==> src/rtl/oled_frame_streamer.sv <==
// oled_frame_streamer: scans a full frame of (x,y) coordinates through the
// combinational renderer and serialises each RGB565 word MSB-first on an
// SPI-style link (sclk idle low, data changes on falling edges, cs_n per frame).
//
// state   | meaning
// --------+-----------------------------------------------------------
// S_IDLE  | waiting for start; x=y=0 presented, cs_n high
// S_LOAD  | capture renderer output for the stable (x,y) into shreg
// S_SHIFT | clock 16 bits out, CLK_DIV cycles per sclk half-period
// S_NEXT  | advance raster position or finish the frame
// S_DONE  | one-cycle frame_done pulse; restart if continuous
module oled_frame_streamer #(
    parameter int WIDTH   = 96,
    parameter int HEIGHT  = 64,
    parameter int CLK_DIV = 4
) (
    input  logic        clk,
    input  logic        reset,
    input  logic        start,
    input  logic        continuous,
    input  logic [15:0] pixel_data,
    output logic [6:0]  x,
    output logic [5:0]  y,
    output logic [12:0] pixel_index,
    output logic        sclk,
    output logic        mosi,
    output logic        cs_n,
    output logic        busy,
    output logic        frame_done
);

    // Divider needs at least one bit even when CLK_DIV is 1.
    localparam int DIV_W = (CLK_DIV > 1) ? $clog2(CLK_DIV) : 1;
    localparam logic [DIV_W-1:0] DIV_LAST = DIV_W'(CLK_DIV - 1);
    localparam logic [6:0] X_LAST = 7'(WIDTH - 1);
    localparam logic [5:0] Y_LAST = 6'(HEIGHT - 1);

    typedef enum logic [2:0] {
        S_IDLE,
        S_LOAD,
        S_SHIFT,
        S_NEXT,
        S_DONE
    } state_t;

    state_t             state;
    logic [DIV_W-1:0]   div_cnt;
    logic [3:0]         bit_cnt;
    logic [15:0]        shreg;

    // The shift register MSB is the serial data; it is cleared outside SHIFT
    // so mosi rests low between pixels and frames.
    assign mosi = shreg[15];

    // Frame sequencer: state, raster position, serialiser and registered outputs.
    always_ff @(posedge clk) begin
        if (reset) begin
            state       <= S_IDLE;
            x           <= '0;
            y           <= '0;
            pixel_index <= '0;
            sclk        <= 1'b0;
            cs_n        <= 1'b1;
            busy        <= 1'b0;
            frame_done  <= 1'b0;
            div_cnt     <= '0;
            bit_cnt     <= '0;
            shreg       <= '0;
        end else begin
            case (state)
                S_IDLE: begin
                    if (start) begin
                        state <= S_LOAD;
                        cs_n  <= 1'b0;
                        busy  <= 1'b1;
                    end
                end

                S_LOAD: begin
                    shreg   <= pixel_data;
                    bit_cnt <= '0;
                    div_cnt <= '0;
                    sclk    <= 1'b0;
                    state   <= S_SHIFT;
                end

                S_SHIFT: begin
                    if (div_cnt == DIV_LAST) begin
                        div_cnt <= '0;
                        sclk    <= ~sclk;
                        // Falling edge: move to the next bit or finish the word.
                        if (sclk) begin
                            if (bit_cnt == 4'd15) begin
                                shreg <= '0;
                                state <= S_NEXT;
                            end else begin
                                shreg   <= {shreg[14:0], 1'b0};
                                bit_cnt <= bit_cnt + 4'd1;
                            end
                        end
                    end else begin
                        div_cnt <= div_cnt + DIV_W'(1);
                    end
                end

                S_NEXT: begin
                    if (x == X_LAST && y == Y_LAST) begin
                        x           <= '0;
                        y           <= '0;
                        pixel_index <= '0;
                        cs_n        <= 1'b1;
                        frame_done  <= 1'b1;
                        state       <= S_DONE;
                    end else begin
                        // Raster order means the linear index is just a running count.
                        pixel_index <= pixel_index + 13'd1;
                        if (x == X_LAST) begin
                            x <= '0;
                            y <= y + 6'd1;
                        end else begin
                            x <= x + 7'd1;
                        end
                        state <= S_LOAD;
                    end
                end

                S_DONE: begin
                    frame_done <= 1'b0;
                    if (continuous) begin
                        cs_n  <= 1'b0;
                        state <= S_LOAD;
                    end else begin
                        busy  <= 1'b0;
                        state <= S_IDLE;
                    end
                end

                default: begin
                    state <= S_IDLE;
                    cs_n  <= 1'b1;
                    busy  <= 1'b0;
                end
            endcase
        end
    end

endmodule
==> config.mk <==
export PLATFORM = sky130hd
export DESIGN_NAME = oled_frame_streamer
export DESIGN_NICKNAME = d
export VERILOG_FILES = /design/src/rtl/oled_frame_streamer.sv
export SDC_FILE = /design/constraint.sdc
export NUM_CORES = 1
export LEC_CHECK = 0
export ABC_AREA = 1
export ABC_CLOCK_PERIOD_IN_PS = 1700
export CELL_PAD_IN_SITES_DETAIL_PLACEMENT = 0
export CELL_PAD_IN_SITES_GLOBAL_PLACEMENT = 1
export CORE_ASPECT_RATIO = 1.75
export CORE_MARGIN = 5
export CORE_UTILIZATION = 36
export CTS_CLUSTER_DIAMETER = 50
export DETAILED_ROUTE_END_ITERATION = 10
export PLACE_DENSITY_LB_ADDON = 0.15
export SYNTH_ARGS = -nofsm -noshare
export SYNTH_HDL_FRONTEND = slang
export SYNTH_SLANG_ARGS = --single-unit
export TNS_END_PERCENT = 50
==> constraint.sdc <==
create_clock -name clk -period 1.7 [get_ports clk]
set_input_delay 0.255 -clock clk [delete_from_list [all_inputs] [get_ports clk]]
set_output_delay 0.255 -clock clk [all_outputs]
set_load 0.02 [all_outputs]
Word-level counts from Yosys, hierarchy flattened

Cells that the tools add are included.

Register bits after elaboration: 55
Word-level logic and storage cells: 82
RAM bits: 0
Memories kept: 0
Bits of input ports: 20
Bits in latches: 0
ROM bits: 0

Equal/unequal tests: 16
Order comparisons: 0
Add/sub/neg operators: 5
Reduce and logical (&&, ||, !) cells: 15
Muxes and demuxes: 32
Bitwise logic cells: 3
Div/mod/pow operators: 0
Shift-type cells: 0
Multiply operators: 0

Operators with widths:

| operator                | number |
|---|---|
| $mux W16                | 3 |
| $pmux W16 S2            | 1 |
| $ne A2 B2 Y1 const B    | 8 |
| $mux W3                 | 5 |
| $pmux W3 S5             | 1 |
| $mux W7                 | 2 |
| $add A13 B1 Y13 const B | 1 |
| $mux W13                | 1 |
| $mux W4                 | 3 |
| $mux W6                 | 2 |
| $reduce_and A4 Y1       | 3 |
| $pmux W4 S2             | 1 |
| $add A7 B1 Y7 const B   | 1 |
| $eq A7 B7 Y1 const B    | 1 |
| $mux W1                 | 7 |
| $add A6 B1 Y6 const B   | 1 |
| $eq A3 B2 Y1 const B    | 2 |
| $eq A6 B6 Y1 const B    | 1 |
| $reduce_and A2 Y1       | 3 |
| $reduce_and A3 Y1       | 2 |
| $reduce_bool A2 Y1      | 3 |
| $add A4 B1 Y4 const B   | 1 |
| $eq A4 B4 Y1 const B    | 1 |
| $pmux W1 S2             | 2 |
| other kinds (13)        | 15 |

Logic depth before layout (Yosys ltp)

Depth after elaboration: 5
Mapped depth: 8

Least setup slack after synthesis

OpenSTA, ideal clock, no wires.

Kind: register -> register
Start: register x[0]
End: register pixel_index[11]
Data arrival time: 1426 ps
Setup slack: 158 ps
Library setup time: 115 ps
Cell stages (with the launch flop): 9
Clock period less this slack: 1542 ps
Cell sequence: dfxtp_1 ha_1 nand3_1 nor2_4 nand3_1 nand2_2 inv_2 nand2_1 nor2_1

Word-level cells in the longest chain between the ends: 3

RTL lines:

| element                | RTL line | text |
|---|---|---|
| from (decl)            | 22       | `output logic [6:0] x,` |
| from (signal assigned) | 121      | `x <= x + 7'd1;` |
| $eq A7 B7 Y1           | 107      | `if (x == X_LAST && y == Y_LAST) begin` |
| $logic_and A1 B1 Y1    | 107      |  |
| $mux W13               | 107      |  |
| to (signal assigned)   | 116      | `pixel_index <= pixel_index + 13'd1;` |
| to (decl)              | 24       | `output logic [12:0] pixel_index,` |

No other way between the ends.
A chain may end at the register's enable or synchronous reset.

Worst setup path after layout

Start: register pixel_index[0]
End: output port pixel_index[0]

No word-level cell between the ends.

==> impl_metrics.tcl <==
set metrics [dict create \
    rr_endpoint "cs_n$_SDFFE_PP1P_" \
    fin_nets 478 \
    io_pins 51 \
    yosysTopAreaCell "dfxtp_1" \
    end_kind "primary output" \
    grt_setup_unrepaired "no" \
    grt_usage_pct 15.84 \
    antenna_found_initial 0 \
    start_kind "register" \
    wl_per_cell_microns 13.05 \
    num_antenna_cells 0 \
    via_count 2608 \
    fmax_mhz 618.8 \
    drt_iter0_drc 115 \
    drv_cap 0 \
    hold_path_end "busy$_SDFFE_PP0P_" \
    h-tree-depth 2 \
    grt_max_degree 19 \
    path_depth 1 \
    yosysSeqAreaShare_pct 40.91 \
    syn_nets 421 \
    fin_crit_sh_pct 95.06 \
    worstRegToRegCells 8 \
    slew_headroom_pct 70.25 \
    overflow 0 \
    cts.sinks 55 \
    via_per_inst 4.839 \
    clk_path_buf_depth 2 \
    drv_slew 0 \
    grt_pass1_vias 2612 \
    synth_ff_type "dfxtp_1" \
    yosys_register_bits 55 \
    path_class "register to primary output" \
    first_pass_iters 4 \
    r2r-start "x[1]$_SDFFE_PP0P_" \
    routed_wl_microns 7033 \
    worstPathArrival_ns 1.36 \
    timing.hold.ws_ns 0.4622 \
    synth_warnings 0 \
    yosysMostFrequentCell "nand2_1" \
    grt_pass1_wl_microns 11900 \
    crit_chain "clkdlybuf4s50_1" \
    hold_path_class "register to register" \
    rows 41 \
    setup_ws_ns 0.08399 \
    skew_ns 0.004864 \
    pre_cts_slack_ns 0.1919 \
    root_buffer "clkbuf_16" \
    die_y_microns 124.4 \
    dpl_cell_area_sq_um 3332 \
    finish.instance_area_sq_um 3490 \
    setup_violations 0 \
    avgSynthCellArea_sq_um 6.796 \
    synthesis.area_sq_um 2691 \
    cts_tree "done" \
    hold_viol_final 0 \
    cts_buffers 5 \
    ys_top_cells_by_area "dfxtp_1, nand2_1, nor2_1" \
    hp-start "busy$_SDFFE_PP0P_" \
    gp_congestion 0.7814 \
    status "completed" \
    fin_setup_tns_ns 0 \
    ys_top_cells_by_count "nand2_1, nor2_1, dfxtp_1" \
    cts_hold_buf 0 \
    drive_gt1_share_pct 7.506 \
    critical_path.max_stage_delay_ns 0.64 \
    ir_worst_vdd_mv 0.5029 \
    p_leak_nw 1.451 \
    hold_depth 2 \
    fin_util_pct 48.24 \
    clk_pin_slew_ns 0.07 \
    total_power_mw 3.887 \
    crit_slowest_cell "clkdlybuf4s50_1" \
    fin_cells 539 \
    start_util_pct 37.21 \
    postSynthCellCount 396 \
    fp.coreArea_sq_um 7233 \
    cp_max_fo 4 \
    crit_family "buffers and inverters" \
    die_width_microns 75.36 \
    dieArea_sq_um 9373 \
    fillCellCount 785 \
    fin_crit_ns 1.616 \
    ant_nets 0 \
    worstSkewPairLatency_ns 0.29 \
    required_ns 1.44 \
    placed_cells 532 \
    crit_buf_inv 1 \
    syn_to_final_growth_pct 29.66 \
    ff2ff_setup_slack_ns 0.21 \
    synth_edf_count 0 \
    synthArstFlopShare_pct 0 \
    drc 0 \
    cellPowerDensity_nw_per_um2 1114 \
    io_buffers 50 \
    hpwl_microns 5348 \
    worst_pin_slew_ns 0.4445 \
    synth_top_area_share_pct 40.91 \
    synth.distinct_cells 32 \
]
-- sequential cells by signal, indices dropped and copies added, names as in the netlist, 2 cells and up --
register / count
state: 3
pixel_index: 13
bit_cnt: 4
y: 6
x: 7
div_cnt: 2
shreg: 16
-- per-layer routing --
layer | wire (microns) | vias up | track usage, %
met5 | 0 | - | 0
met4 | 102 | 0 | 4.737
met3 | 277 | 8 | 3.958
met2 | 3711 | 42 | 27.87
met1 | 2943 | 1186 | 18.07
li1 | - | 1372 | -
-- cells in the final DEF, fill, tap and decap left out, types with 6 or more instances in the layout --
cell and n:
nand2_1 101, inv_1 33, nand3_1 26, buf_4 8, clkdlybuf4s50_1 49, dfxtp_1 55, a21oi_1 17, nand4_1 7
inv_2 6, xor2_1 7, o21ai_0 25, nor2_1 75
-- report_power, final --
part	internal (mW)	switching [mW]
sequential	1.50	0.136
combinational	0.417	0.687
clock	0.689	0.458
-- layout make-up --
class	count	area, sq um	area share (%)
Clock buffer	6	128.9	3.693
Multi-Input combinational cell	291	1386	39.73
Sequential cell	55	1101	31.55
Inverter	41	156.4	4.482
Clock inverter	1	30.03	0.8605
Tap cell	86	107.6	3.084
Timing Repair Buffer	59	579.3	16.60
-- worst register-to-register path: cells and delay by family (launching register included) --
| family | cells | cell delay, ns |
|---|---|---|
| fa+ha+maj | 1 | 0.18 |
| flops | 1 | 0.38 |
| simple gates | 7 | 0.82 |
-- repair_timing --
action,CTS,global route
buffers inserted,0,0
setup endpoints to repair,1,0
endpoints found under the hold margin,0,0
gates resized for setup,1,0
-- worst max-delay path by stage --
stage,startpoint,to,slack (ns)
2_1_floorplan,x[0]$_SDFFE_PP0P_,pixel_index[11]$_SDFFE_PP0P_,0.16
3_3_place_gp,x[1]$_SDFFE_PP0P_,cs_n$_SDFFE_PP1P_,0.20
3_5_place_dp,x[1]$_SDFFE_PP0P_,cs_n$_SDFFE_PP1P_,0.19
4_1_cts,x[2]$_SDFFE_PP0P_,x[2],0.07
5_1_grt,x[1]$_SDFFE_PP0P_,cs_n$_SDFFE_PP1P_,0.006
6_report,pixel_index[0]$_SDFFE_PP0P_,pixel_index[0],0.08
-- cell families after synthesis --
logic type      share of synthesized area, %
simple gates                           35.52
buf+inv                                7.578
compound gates                         10.41
xor+xnor                               3.255
flops                                  40.91
fa+ha+maj                              2.325
Note: power is estimated with default switching activity, not from simulation.
